`config.mk`:
```
export PLATFORM = sky130hd
export DESIGN_NAME = traffic_phase_ctrl
export DESIGN_NICKNAME = d
export VERILOG_FILES = /design/src/rtl/traffic_pkg.sv /design/src/rtl/traffic_phase_ctrl_tick_gen.sv /design/src/rtl/traffic_phase_ctrl.sv
export SDC_FILE = /design/constraint.sdc
export NUM_CORES = 1
export LEC_CHECK = 0
export BUFFER_PORTS_ARGS = -buffer_cell sky130_fd_sc_hd__buf_4
export CAP_MARGIN = 20
export CELL_PAD_IN_SITES_DETAIL_PLACEMENT = 1
export CELL_PAD_IN_SITES_GLOBAL_PLACEMENT = 1
export CORE_UTILIZATION = 45
export CTS_CLUSTER_DIAMETER = 50
export DETAILED_ROUTE_END_ITERATION = 10
export MAX_ROUTING_LAYER = met4
export PLACE_DENSITY_LB_ADDON = 0.1
export SYNTH_ARGS = -nofsm -noshare
export SYNTH_HDL_FRONTEND = slang
export SYNTH_HIERARCHICAL = 1
export SYNTH_SLANG_ARGS = --single-unit
```
`constraint.sdc`:
```
create_clock -name clk -period 2.5 [get_ports clk]
set_input_delay 0.5 -clock clk [delete_from_list [all_inputs] [get_ports clk]]
set_output_delay 0.5 -clock clk [all_outputs]
set_load 0.05 [all_outputs]
```
`src/rtl/traffic_pkg.sv`:
```
// rtl/traffic_pkg.sv - shared state, lamp and phase encodings for the traffic sequencer
package traffic_pkg;

    localparam logic [2:0] ST_INIT      = 3'd0;
    localparam logic [2:0] ST_FLASH     = 3'd1;
    localparam logic [2:0] ST_NS_GREEN  = 3'd2;
    localparam logic [2:0] ST_NS_YELLOW = 3'd3;
    localparam logic [2:0] ST_EW_GREEN  = 3'd4;
    localparam logic [2:0] ST_EW_YELLOW = 3'd5;

    typedef enum logic [2:0] {
        INIT      = ST_INIT,
        FLASH     = ST_FLASH,
        NS_GREEN  = ST_NS_GREEN,
        NS_YELLOW = ST_NS_YELLOW,
        EW_GREEN  = ST_EW_GREEN,
        EW_YELLOW = ST_EW_YELLOW
    } state_t;

    localparam logic [2:0] LAMP_RED = 3'b100;
    localparam logic [2:0] LAMP_YEL = 3'b010;
    localparam logic [2:0] LAMP_GRN = 3'b001;
    localparam logic [2:0] LAMP_OFF = 3'b000;

    localparam logic [1:0] PH_NS_GREEN  = 2'd0;
    localparam logic [1:0] PH_NS_YELLOW = 2'd1;
    localparam logic [1:0] PH_EW_GREEN  = 2'd2;
    localparam logic [1:0] PH_EW_YELLOW = 2'd3;

    // A zero duration from the switches would stall the countdown, so it means 1 s.
    function automatic logic [3:0] clamp_sec(input logic [3:0] s);
        return (s == 4'd0) ? 4'd1 : s;
    endfunction

    function automatic logic [5:0] lamps_of(input state_t s);
        logic [5:0] r;
        r = {LAMP_RED, LAMP_RED};
        case (s)
            NS_GREEN:  r = {LAMP_GRN, LAMP_RED};
            NS_YELLOW: r = {LAMP_YEL, LAMP_RED};
            EW_GREEN:  r = {LAMP_RED, LAMP_GRN};
            EW_YELLOW: r = {LAMP_RED, LAMP_YEL};
            default:   r = {LAMP_RED, LAMP_RED};
        endcase
        return r;
    endfunction

    function automatic logic [1:0] phase_of(input state_t s);
        logic [1:0] r;
        r = PH_NS_GREEN;
        case (s)
            NS_YELLOW: r = PH_NS_YELLOW;
            EW_GREEN:  r = PH_EW_GREEN;
            EW_YELLOW: r = PH_EW_YELLOW;
            default:   r = PH_NS_GREEN;
        endcase
        return r;
    endfunction

endpackage

```
`src/rtl/traffic_phase_ctrl_tick_gen.sv`:
```
// rtl/traffic_phase_ctrl_tick_gen.sv - clearable 1 s prescaler producing a one-cycle tick
module tick_gen #(
    parameter int TICK_CYCLES = 25000000
) (
    input  logic clk,
    input  logic rst,
    input  logic clr,
    output logic tick
);

    localparam int CW = (TICK_CYCLES > 1) ? $clog2(TICK_CYCLES) : 1;
    localparam logic [CW-1:0] LAST = CW'(TICK_CYCLES - 1);

    logic [CW-1:0] cnt;

    always_ff @(posedge clk or posedge rst) begin
        if (rst) begin
            cnt <= '0;
        end else if (clr || cnt == LAST) begin
            cnt <= '0;
        end else begin
            cnt <= cnt + CW'(1);
        end
    end

    // Masked by clr so a count left over from before the clear never leaks a tick.
    assign tick = !clr && (cnt == LAST);

endmodule

```
`src/rtl/traffic_phase_ctrl.sv`:
```
// rtl/traffic_phase_ctrl.sv - four-phase two-road light sequencer with pedestrian shortening and flash mode
module traffic_phase_ctrl
    import traffic_pkg::*;
#(
    parameter int TICK_CYCLES = 25000000
) (
    input  logic       clk,
    input  logic       rst,
    input  logic       set,
    input  logic [3:0] green_sec,
    input  logic [3:0] yellow_sec,
    input  logic       ped_req,
    output logic [2:0] light_ns,
    output logic [2:0] light_ew,
    output logic [3:0] remain_sec,
    output logic [1:0] phase,
    output logic       tick
);

    state_t     state;
    state_t     nxt_run;
    logic [3:0] nxt_dur;
    logic       is_green;
    logic       blink;
    logic       blink_tick;
    logic       ped_pend;
    logic       run_clr;
    logic       flash_clr;

    assign run_clr   = (state == INIT) || (state == FLASH);
    assign flash_clr = (state != FLASH);
    assign is_green  = (state == NS_GREEN) || (state == EW_GREEN);

    tick_gen #(.TICK_CYCLES(TICK_CYCLES)) u_phase_tick (
        .clk  (clk),
        .rst  (rst),
        .clr  (run_clr),
        .tick (tick)
    );

    tick_gen #(.TICK_CYCLES(TICK_CYCLES)) u_blink_tick (
        .clk  (clk),
        .rst  (rst),
        .clr  (flash_clr),
        .tick (blink_tick)
    );

    always_comb begin
        nxt_run = NS_GREEN;
        case (state)
            NS_GREEN:  nxt_run = NS_YELLOW;
            NS_YELLOW: nxt_run = EW_GREEN;
            EW_GREEN:  nxt_run = EW_YELLOW;
            default:   nxt_run = NS_GREEN;
        endcase
        nxt_dur = is_green ? clamp_sec(yellow_sec) : clamp_sec(green_sec);
    end

    always_ff @(posedge clk or posedge rst) begin
        if (rst) begin
            state      <= INIT;
            light_ns   <= LAMP_RED;
            light_ew   <= LAMP_RED;
            remain_sec <= 4'd0;
            phase      <= PH_NS_GREEN;
            blink      <= 1'b0;
            ped_pend   <= 1'b0;
        end else begin
            case (state)
                INIT, FLASH: begin
                    ped_pend <= 1'b0;
                    if (set) begin
                        // blink is 0 in INIT and blink_tick only fires in FLASH
                        state      <= FLASH;
                        blink      <= blink ^ blink_tick;
                        light_ns   <= {1'b0, blink ^ blink_tick, 1'b0};
                        light_ew   <= {1'b0, blink ^ blink_tick, 1'b0};
                        remain_sec <= 4'd0;
                        phase      <= PH_NS_GREEN;
                    end else begin
                        state                <= NS_GREEN;
                        blink                <= 1'b0;
                        remain_sec           <= clamp_sec(green_sec);
                        phase                <= PH_NS_GREEN;
                        {light_ns, light_ew} <= lamps_of(NS_GREEN);
                    end
                end
                default: begin
                    if (set) begin
                        state      <= FLASH;
                        ped_pend   <= 1'b0;
                        remain_sec <= 4'd0;
                        phase      <= PH_NS_GREEN;
                        light_ns   <= LAMP_OFF;
                        light_ew   <= LAMP_OFF;
                    end else if (is_green && ped_pend && remain_sec > 4'd2) begin
                        // Pedestrian shortening wins over a coincident tick.
                        remain_sec <= 4'd2;
                        ped_pend   <= ped_req;
                    end else begin
                        ped_pend <= ped_pend | ped_req;
                        if (tick) begin
                            if (remain_sec > 4'd1) begin
                                remain_sec <= remain_sec - 4'd1;
                            end else begin
                                state                <= nxt_run;
                                remain_sec           <= nxt_dur;
                                phase                <= phase_of(nxt_run);
                                {light_ns, light_ew} <= lamps_of(nxt_run);
                                if (is_green) begin
                                    ped_pend <= ped_req;
                                end
                            end
                        end
                    end
                end
            endcase
        end
    end

endmodule

```
==> metrics.md, run 1 <==
| Metric | Value |
|---|---|
| Status | `complete, no violations` |
| Unique cell type count in the Yosys netlist | `57` |
| Clock-pin slew on the worst setup and hold paths | `about 80 ps` |
| Initial antenna violation count | `0` |
| Yosys top cell by area | `dfrtp_1` |
| Syn Std Cell Area | `~0.0038 sq mm` |
| Crit-path cells | `nand4_1 -> nor4_4 -> nand4_1 -> nor2_4 -> buf_6 -> buf_8` |
| #FFs+latches synth | `67` |
| Top Ports | `25` |
| Crit path capture type | `output pin` |
| Worst hold slack | `232 ps` |
| Dominant synthesized flop cell | `dfrtp_1` |
| Final-report setup violation count | `0` |
| Critical Path Most Common Cell | `nand4_1` |
| Async S/R FF share, synth | `1.00` |
| CTS Hold Bufs | `0` |
| CTS tree | `built` |
| Max-slew violations | `0` |
| Via count | `3184` |
| Compound-gate portion of the synthesized area | `0.135` |
| CTS root buf | `clkbuf_8` |
| First-pass GRT wire length | `15500 um` |
| Routed wl met3 | `~270 um` |
| Cells after synthesis | `402` |
| Fin. Hold Viols | `0` |
| Core Rows | `32` |
| Yosys top cell area share | `0.433` |
| Placer Congestion | `about 0.84` |
| CP Data Required Time | `about 2000 ps` |
| Average wire per standard cell | `around 17 um` |
| Initial drt markers | `approximately 150` |
| Synth Area in Simple Gates | `0.281` |
| Met1 WL | `around 4200 um` |
| Antenna Diode Count | `0` |
| Critical Path AT | `around 2000 ps` |
| Yosys warnings | `6` |
| Layout area overhead | `16.5%` |
| Vias in the first global route | `3178` |
| Setup ws final | `9.43 ps` |
| Die height | `93.4 um` |
| PortBufs | `24` |
| Max FO, Critical Path | `11` |
| Crit path kind | `reg -> out` |
| Tightest Hold Check Type | `in -> async` |
| Die width | `93.4 um` |
| Largest cells by area after synthesis | `dfrtp_1, nor2_1, xnor2_1` |
| WL final | `between 9000 and 10000 um` |
| TritonRoute pass-1 iters | `4` |
| Core area | `roughly 0.008 sq mm` |
| Worst rel slew slack | `0.416` |
| Nets | `between 400 and 500` |
| Clock Skews | `about 7.4 ps` |
| Min Tclk post-route | `roughly 2500 ps` |
| Final core utilization | `0.555` |
| CTS Buf Count | `9` |
| Vias/cell | `between 5 and 6` |
| Met2 WL | `approximately 4800 um` |
| Top Metal Used | `met4` |
| Tcrit/Tclk final | `0.996` |
| Clk buf depth | `2` |
| Pwr Density | `573 mW/mm^2` |
| Synthesized Nets | `between 400 and 500` |
| Critical-path top delay cell | `dfrtp_1` |
| DR DRC count | `0` |
| Post-synthesis sequential area ratio | `0.447` |
| Synth Area in XOR/XNOR | `0.0726` |
| Share of cells above drive strength 1 | `0.205` |
| Die footprint | `a little under 0.009 sq mm` |
| Number of synthesized flops with an enable pin | `0` |
| Mean post-synth cell area | `~9.3 sq um` |
| Peak supply drop | `roughly 0.00045 V` |
| Largest net degree at the start of global routing | `26` |
| GRT overflow | `0` |
| Synth Area in Adders | `0.0167` |
| Crit path buffers/inverters | `2` |
| Fmax | `0.402 GHz` |
| Post-synth top cells | `dfrtp_1, nor2_1, nand2_1` |
| MaxCap Viol Count | `0` |
| H-Tree Depth | `3` |
| Leakage | `~1.8 nW` |
| Worst-skew pair later-pin latency | `approximately 340 ps` |
| Main combinational cell family by area after synthesis | `simple AND/OR/NAND/NOR gates` |
| Worst slack, placed | `roughly 230 ps` |
| CTS Sinks | `67` |
| Total Routing Usage GR | `0.234` |
| Slew @ Worst Pin | `approximately 880 ps` |
| Crit path launch type | `register` |
| Top Family by Delay on Critical Path | `simple AND/OR/NAND/NOR gates` |
| CP peak stage delay | `about 430 ps` |
| ANT nets after route | `0` |
| Most numerous cell in the Yosys netlist | `dfrtp_1` |
| DP HPWL | `around 6400 um` |
| Mux contribution to synthesized area | `0.00833` |
| Starting Density | `0.476` |
[worst paths after layout]
kind | depth (start not counted) | from | slack [ps] | to
min in group clk | 2 | ped_req | 380 | ped_pend$_DFF_PP0_
setup / recovery | 6 | u_phase_tick/cnt[12]$_DFF_PP0_ | 9 | tick
setup reg to reg | 8 | u_phase_tick/cnt[12]$_DFF_PP0_ | 170 | light_ns[2]$_DFFE_PP1P_
hold / removal | 3 | rst | 230 | u_phase_tick/cnt[4]$_DFF_PP0_
max in group asynchronous | 2 | rst | 1740 | blink$_DFFE_PP0N_
hold reg to reg | 2 | light_ew[1]$_DFFE_PP0P_ | 490 | light_ew[1]$_DFFE_PP0P_
[registers in the layout (all words and copies together) (netlist names)]
signal	count
u_blink_tick/cnt	25
u_phase_tick/cnt	25
remain_sec	4
light_ew	3
light_ns	3
state	3
phase	2
blink	1
ped_pend	1
[metrics by stage]
| step | cells | power [mW] | TNS (ps) | instance area, sq um |
|---|---|---|---|---|
| global placement | 524 | 1.42 | 0 | 4060 |
| finish | 546 | 2.51 | 0 | 4380 |
| floorplan | 402 | 1.34 | 0 | 3760 |
| global route | 546 | 2.61 | -135 | 4380 |
| CTS | 540 | 2.53 | 0 | 4310 |
| detailed placement | 524 | 1.42 | 0 | 4060 |
[cells in the final DEF, fill, tap and decap left out, types with 3 or more instances in the layout]
cell type  instances
or4_1              6
xnor2_1           18
a21oi_1           25
nor3_1            16
inv_1             18
clkbuf_8           9
nor2_1            47
or4_2              4
bufinv_16          3
nand2_1           28
and4_1             4
dfrtp_1           64
or3_2              4
xor2_1            10
buf_4             36
nand2b_1           8
nor4_1            10
nand3_1           14
or2_2              7
or3_1             15
o31ai_1            8
o21ai_0           16
nand4_1           12
ha_1               4
[per-layer routing]
| metal | vias up | GRT usage |
|---|---|---|
| li1 | 1542 | - |
| met1 | 1591 | 0.292 |
| met2 | 40 | 0.395 |
| met3 | 11 | 0.0447 |
| met4 | 0 | 0.0513 |
| met5 | - | - |
[power breakdown]
part,internal [mW],leakage (nW),total [mW],switching [mW]
Sequential,1.11,0.911,1.14,0.0326
Clock,0.661,0.119,1.10,0.443
Combinational,0.0884,0.748,0.265,0.177
Total,1.86,1.78,2.51,0.652
[tightest hold or removal path: stages]
cell and delay, ps:
buf_4 120, inv_1 50, buf_4 300
[cell families after synthesis]
logic type | Yosys count
compound gates | 75
xor+xnor | 29
simple gates | 192
fa+ha+maj | 5
buf+inv | 31
flops | 67
mux | 3
[what timing repair did]
item	CTS	global route
setup endpoints to repair	1	2
pin swaps	1	4
resized for setup	2	6
setup buffers	0	6
[area by class of cell]
| cell class | instances | area [sq um] |
|---|---|---|
| clock inverters | 7 | 116 |
| inverters | 19 | 71.3 |
| fillers | 909 | 3510 |
| clock buffers | 9 | 124 |
| repair buffers | 38 | 297 |
| well taps | 102 | 128 |
| flip-flops and latches | 67 | 1680 |
| multi-input cells | 304 | 1960 |
(Power assumes the default switching activity.)
==> inputs of run 2 (changes only) <==
--- a/config.mk
+++ b/config.mk
@@ -14,2 +14,3 @@
 export DETAILED_ROUTE_END_ITERATION = 10
+export HOLD_SLACK_MARGIN = 0.02
 export MAX_ROUTING_LAYER = met4
==> constraint.sdc (replaced) <==
create_clock -name clk -period 2.5 [get_ports clk]
set_input_delay 0.375 -clock clk [delete_from_list [all_inputs] [get_ports clk]]
set_output_delay 0.375 -clock clk [all_outputs]
set_load 0.05 [all_outputs]
==> run 2 against run 1 <==
Via count decreased by 0.38%. Die area unchanged. Clock power shrank 23%. Largest power group unchanged. Clock skew up 3.6 ps. Critical path depth did not move. Setup slack improved by 130 ps. Combinational power fell by 2%. Largest cell class unchanged. Maximum frequency increased by 5.7%.
==> metrics.md, run 2 (synthesis results as in run 1) <==
| Metric | Value |
|---|---|
| Fmax | `0.424 GHz (+5.7%)` |
| Top Family by Delay on Critical Path | `simple AND/OR/NAND/NOR gates` |
| H-Tree Depth | `3 (unchanged)` |
| CTS Hold Bufs | `0 (unchanged)` |
| Initial drt markers | `154 (+5.5%)` |
| Commonest non-fill, non-tap cell in the layout | `dfrtp_1` |
| Crit path kind | `reg -> out` |
| Worst slack, placed | `234 ps (+3.82 ps)` |
| Min Tclk post-route | `2360 ps (-134 ps)` |
| Fin. Hold Viols | `0 (unchanged)` |
| Status | `complete, no violations` |
| Critical-path top delay cell | `dfrtp_2` |
| Crit path capture type | `output pin` |
| Layout area overhead | `13.9%` |
| DR DRC count | `0 (unchanged)` |
| Die height | `93.4 um (unchanged)` |
| Starting Density | `0.476 (unchanged)` |
| Top Ports | `25 (unchanged)` |
| Crit-path cells | `or2_2 -> nor4_2 -> nand4_1 -> nor2_4 -> buf_6 -> buf_6` |
| Pwr Density | `527 mW/mm^2 (-8.2%)` |
| Clock Skews | `11.1 ps (+3.64 ps)` |
| Max FO, Critical Path | `11 (unchanged)` |
| Critical Path AT | `1980 ps (about the same)` |
| Placed cells | `525 (+0.19%)` |
| Via count | `3172 (-0.38%)` |
| Vias in the first global route | `3278 (+3.1%)` |
| Average wire per standard cell | `17.1 um (about the same)` |
| CTS Buf Count | `9 (unchanged)` |
| TritonRoute pass-1 iters | `4 (unchanged)` |
| Crit path launch type | `register` |
| Final core utilization | `0.542 (-0.0125)` |
| Share of cells above drive strength 1 | `0.193 (-0.0118)` |
| Clock-pin slew on the worst setup and hold paths | `70 ps (about the same)` |
| Largest net degree at the start of global routing | `26 (unchanged)` |
| Non-filler cells, final | `542 (-0.73%)` |
| Vias/cell | `5.85 (+0.36%)` |
| Die footprint | `0.00872 sq mm (unchanged)` |
| Regs by FF count | `u_blink_tick/cnt: 25 flops, u_phase_tick/cnt: 25 flops, remain_sec: 4 flops` |
| WL final | `9270 um (-0.70%)` |
| Final setup TNS | `0 ps (unchanged)` |
| Core area | `0.00789 sq mm (unchanged)` |
| CTS tree | `built` |
| Leakage | `1.72 nW (-3.1%)` |
| Tightest Hold Check Type | `in -> async` |
| CTS Sinks | `67 (unchanged)` |
| Nets | `453 (-0.66%)` |
| CTS root buf | `clkbuf_8` |
| ANT nets after route | `0 (unchanged)` |
| MaxCap Viol Count | `0 (unchanged)` |
| Peak supply drop | `0.000265 V (-41%)` |
| Worst rel slew slack | `0.436 (+0.0203)` |
| Clk buf depth | `2 (unchanged)` |
| Total Routing Usage GR | `0.237 (+0.00325)` |
| CP Data Required Time | `2120 ps (+120 ps)` |
| Tcrit/Tclk final | `0.943 (-0.0537)` |
| First-pass GRT wire length | `15600 um (+0.76%)` |
| GRT overflow | `0 (unchanged)` |
| Final-report setup violation count | `0 (unchanged)` |
| Placer Congestion | `0.853 (+1.1%)` |
| Core Rows | `32 (unchanged)` |
| RSZ-0062 raised after global routing | `no` |
| Max-slew violations | `0 (unchanged)` |
| Most frequent cells in the layout | `dfrtp_1, nor2_1, buf_4` |
| Critical Path Most Common Cell | `buf_6` |
| Antenna Diode Count | `0 (unchanged)` |
| Slew @ Worst Pin | `846 ps (-30.5 ps)` |
| DP HPWL | `6570 um (+2.1%)` |
| CP peak stage delay | `450 ps (+20 ps)` |
| Worst-skew pair later-pin latency | `350 ps (about the same)` |
| Crit path buffers/inverters | `2 (unchanged)` |
| Die width | `93.4 um (unchanged)` |
| Setup ws final | `144 ps (+134 ps)` |
| PortBufs | `24 (unchanged)` |
| Initial antenna violation count | `0 (unchanged)` |
run 2: where the power goes:
group / total [mW] / switching, mW / internal (mW)
combinational: 0.261 / 0.172 / 0.0891
clock: 0.849 / 0.416 / 0.433
sequential: 1.14 / 0.0336 / 1.11
run 2: worst register-to-register path, delay by kind of cell (launching register included):
family | cells | cell delay (ps)
and+or+nand+nor | 7 | 1460
DFF | 1 | 450
AOI/OAI and AO/OA | 1 | 340
run 2: routing by layer:
metal | global-route usage | routed length, um | vias up
met4 | 0.0615 | 91 | 0
met3 | 0.0504 | 270 | 9
met1 | 0.282 | 4020 | 1594
li1 | - | - | 1526
met5 | - | 0 | -
met2 | 0.409 | 4890 | 43
run 2: final cells by class:
cell class | instances | area [sq um]
clock buffer | 13 | 169
clock inverter | 2 | 10.0
fill | 924 | 3610
inverter | 19 | 71.3
multi-input combinational | 304 | 1950
sequential | 67 | 1680
tap | 102 | 128
timing repair buffer | 35 | 270
run 2: final timing paths:
path,startpoint,to,slack [ps],cells past startpoint
hold / removal,rst,u_phase_tick/cnt[8]$_DFF_PP0_,90,3
max in group asynchronous,rst,u_blink_tick/cnt[23]$_DFF_PP0_,1800,3
setup / recovery,u_phase_tick/cnt[15]$_DFF_PP0_,tick,140,6
min in group clk,ped_req,ped_pend$_DFF_PP0_,240,2
setup reg to reg,u_phase_tick/cnt[15]$_DFF_PP0_,phase[1]$_DFFE_PP0P_,200,8
hold reg to reg,light_ns[2]$_DFFE_PP1P_,light_ns[2]$_DFFE_PP1P_,480,2
run 2: timing repair:
| item | in CTS | in global routing |
|---|---|---|
| setup buffers | 0 | 2 |
| resized for setup | 1 | 4 |
| setup endpoints to repair | 1 | 1 |
| pin swaps | 0 | 1 |
run 2: per-stage QoR:
step	power, mW	cell area, sq um	hold slack [ps]
6_report	2.25	4280	92.7
5_1_grt	2.36	4280	129
4_1_cts	2.29	4250	89.7
3_5_place_dp	1.42	4060	476
3_3_place_gp	1.42	4060	453
2_1_floorplan	1.34	3760	300
==> inputs of run 3 (changes only) <==
ABC_AREA = 1   (was unset)
GPL_TIMING_DRIVEN = 0   (was unset)
==> run 3 against run 2 <==
Hold slack worse by 64 ps. Cell count rose by 35%. Critical path type unchanged. Final area grew 10%. Core utilization decreased by 0.55 points. Clock skew increased by 4.2 ps. Sequential cell count unchanged. Largest power group is now combinational logic. Total power grew 81%. Synthesized cell count increased by 44%.
==> metrics.md, run 3 <==
| Metric | Value |
|---|---|
| MaxCap Viol Count | `0 (unchanged)` |
| Critical Path AT | `1970 ps (about the same)` |
| Fmax | `0.427 GHz (+0.54%)` |
| Crit path launch type | `register` |
| DP HPWL | `8040 um (+22%)` |
| Most numerous cell in the Yosys netlist | `nand2_1` |
| Final setup TNS | `0 ps (unchanged)` |
| Regs by FF count | `u_blink_tick/cnt: 25 flops, u_phase_tick/cnt: 25 flops, remain_sec: 4 flops` |
| Worst rel slew slack | `0.526 (+0.0900)` |
| Clock-pin slew on the worst setup and hold paths | `80 ps (about the same)` |
| Yosys top cell area share | `0.397 (-0.0357)` |
| Leakage | `2.07 nW (+20%)` |
| Antenna Diode Count | `0 (unchanged)` |
| Peak supply drop | `0.000523 V (+97%)` |
| Top Family by Delay on Critical Path | `simple AND/OR/NAND/NOR gates` |
| Tightest Hold Check Type | `in -> async` |
| Fin. Hold Viols | `0 (unchanged)` |
| Starting Density | `0.467 (-0.00904)` |
| Worst-skew pair later-pin latency | `360 ps (about the same)` |
| Crit path capture type | `output pin` |
| Die footprint | `0.00948 sq mm (+8.8%)` |
| Crit path kind | `reg -> out` |
| Max-slew violations | `0 (unchanged)` |
| Syn Std Cell Area | `0.00409 sq mm (+9.0%)` |
| Top Ports | `25 (unchanged)` |
| Slew @ Worst Pin | `710 ps (-136 ps)` |
| Number of synthesized flops with an enable pin | `0 (unchanged)` |
| RSZ-0062 raised after global routing | `no` |
| CTS tree | `built` |
| First-pass GRT wire length | `18500 um (+18%)` |
| Non-filler cells, final | `729 (+35%)` |
| #FFs+latches synth | `67 (unchanged)` |
| CP peak stage delay | `420 ps (-30 ps)` |
| DR DRC count | `0 (unchanged)` |
| H-Tree Depth | `3 (unchanged)` |
| Yosys warnings | `6 (unchanged)` |
| Cells after synthesis | `580 (+44%)` |
| Critical Path Most Common Cell | `nor2_2` |
| Vias in the first global route | `3889 (+19%)` |
| Status | `complete, no violations` |
| WL final | `10900 um (+17%)` |
| Layout area overhead | `14.9%` |
| Post-DP Area | `0.00440 sq mm (+8.4%)` |
| CTS root buf | `clkbuf_8` |
| Min Tclk post-route | `2340 ps (-12.6 ps)` |
| Largest cells by area after synthesis | `dfrtp_1, nand2_1, nor2_1` |
| Share of cells above drive strength 1 | `0.134 (-0.0595)` |
| CTS Sinks | `67 (unchanged)` |
| CP Data Required Time | `2120 ps (about the same)` |
| Final-report setup violation count | `0 (unchanged)` |
| Clk buf depth | `2 (unchanged)` |
| Placer Congestion | `0.852 (-0.14%)` |
| Die width | `97.4 um (+4.3%)` |
| Synthesized Nets | `597 (+42%)` |
| Initial drt markers | `98 (-36%)` |
| Placed cells | `711 (+35%)` |
| Mean post-synth cell area | `7.06 sq um (-24%)` |
| Nets | `633 (+40%)` |
| Core area | `0.00876 sq mm (+11%)` |
| Commonest non-fill, non-tap cell in the layout | `nand2_1` |
| Via count | `3671 (+16%)` |
| Critical-path top delay cell | `dfrtp_2` |
| Dominant synthesized flop cell | `dfrtp_1` |
| Yosys top cell by area | `dfrtp_1` |
| Most frequent cells in the layout | `nand2_1, nor2_1, dfrtp_1` |
| CTS Buf Count | `9 (unchanged)` |
| PortBufs | `23 (-4.2%)` |
| GRT overflow | `0 (unchanged)` |
| Vias/cell | `5.04 (-14%)` |
| Post-synth top cells | `nand2_1, nor2_1, dfrtp_1` |
| Core Rows | `34 (+6.3%)` |
| Tcrit/Tclk final | `0.938 (-0.00502)` |
| Post-CTS Setup Bufs | `0 (unchanged)` |
| Pwr Density | `864 mW/mm^2 (+64%)` |
| Crit path buffers/inverters | `2 (unchanged)` |
| Post-synthesis sequential area ratio | `0.410 (-0.0369)` |
| Crit-path cells | `ha_2 -> nand3_4 -> nor2_4 -> inv_2 -> nor2_2 -> nand2_2 -> nor2_2 -> buf_4` |
| Die height | `97.4 um (+4.3%)` |
| Clock Skews | `15.3 ps (+4.20 ps)` |
| ANT nets after route | `0 (unchanged)` |
| Total Routing Usage GR | `0.252 (+0.0150)` |
| Largest net degree at the start of global routing | `26 (unchanged)` |
| Unique cell type count in the Yosys netlist | `27 (-53%)` |
| Design area | `0.00470 sq mm (+10%)` |
| Average wire per standard cell | `14.9 um (-13%)` |
| CTS Hold Bufs | `0 (unchanged)` |
| Initial antenna violation count | `0 (unchanged)` |
| Async S/R FF share, synth | `1.00 (unchanged)` |
| TritonRoute pass-1 iters | `4 (unchanged)` |
| Max FO, Critical Path | `5 (-6)` |
| Fill count | `1150 (+24%)` |
[run 3: cell count changes after synthesis, sizes merged, moves of 11 or more]
cell and change:
or4 -12, nand3 +26, nor3 -15, nand2 +156, inv +33, nand4 -14
a21oi -20, xor2 +11, or3 -19, nor2 +116, nor4 -12
[run 3: layout make-up]
class | instances | area (sq um) | area share
Clock buffer | 11 | 141 | 0.0301
Multi-Input combinational cell | 454 | 2160 | 0.459
Timing Repair Buffer | 25 | 228 | 0.0484
Tap cell | 108 | 135 | 0.0287
Buffer | 6 | 61.3 | 0.0130
Sequential cell | 67 | 1680 | 0.357
Inverter | 53 | 199 | 0.0423
Clock inverter | 5 | 100 | 0.0213
[run 3: kinds of logic (layout without fill, tap and decap cells)]
kind of cell	after synthesis	count (layout)	synth area share
flip-flops	67	67	0.410
AO/OA/AOI/OAI	25	25	0.0370
buffers and inverters	59	100	0.0636
XOR/XNOR	31	31	0.0663
AND/OR/NAND/NOR	393	393	0.408
adder cells (fa/ha/maj)	5	5	0.0153
[run 3: timing repair]
item | in CTS | in global routing
hold endpoints to repair | 0 | 0
resized for setup | 0 | 2
endpoints found under the setup margin | 0 | 1
[run 3: final timing paths]
check,to,cells after the start,start,slack (ps)
worst max-delay path,tick,8,u_phase_tick/cnt[0]$_DFF_PP0_,160
worst min-delay path,u_blink_tick/cnt[22]$_DFF_PP0_,2,rst,30
worst max register to register,state[0]$_DFFE_PP0P_,12,u_phase_tick/cnt[0]$_DFF_PP0_,380
worst min register to register,light_ew[0]$_DFFE_PP0P_,2,light_ew[0]$_DFFE_PP0P_,480
max in group asynchronous,light_ew[0]$_DFFE_PP0P_,2,rst,1900
min in group clk,ped_pend$_DFF_PP0_,3,ped_req,240
[run 3: stage by stage]
stage / worst slack [ps] / utilization / total power, mW / hold slack (ps)
global placement: 403 / 0.503 / 2.88 / 453
floorplan: 211 / - / 2.51 / 300
detailed placement: 328 / 0.503 / 2.94 / 460
CTS: 20.3 / 0.530 / 4.09 / 162
finish: 156 / 0.537 / 4.07 / 28.4
global route: 44.9 / 0.537 / 4.32 / 33.1
[run 3: power breakdown]
| group | switching [mW] | internal, mW |
|---|---|---|
| Combinational | 1.07 | 0.484 |
| Sequential | 0.156 | 1.23 |
| Clock | 0.442 | 0.687 |
[run 3: metal layers]
layer | track usage | vias up | share of wire
met3 | 0.0360 | 17 | 0.020
met2 | 0.425 | 33 | 0.51
met4 | 0.0984 | 0 | 0.017
li1 | - | 1852 | -
met5 | - | - | 0
met1 | 0.304 | 1769 | 0.45
[run 3: worst reg2reg max path: stages, from the launching register on]
cell	delay [ps]
dfrtp_2	420
ha_2	250
nand3_4	120
nor2_4	180
inv_2	50
nor2_2	110
nand2_2	80
nor2_2	170
nand2_1	100
o21ai_2	200
buf_6	180
o21ai_1	90
o21ai_1	90
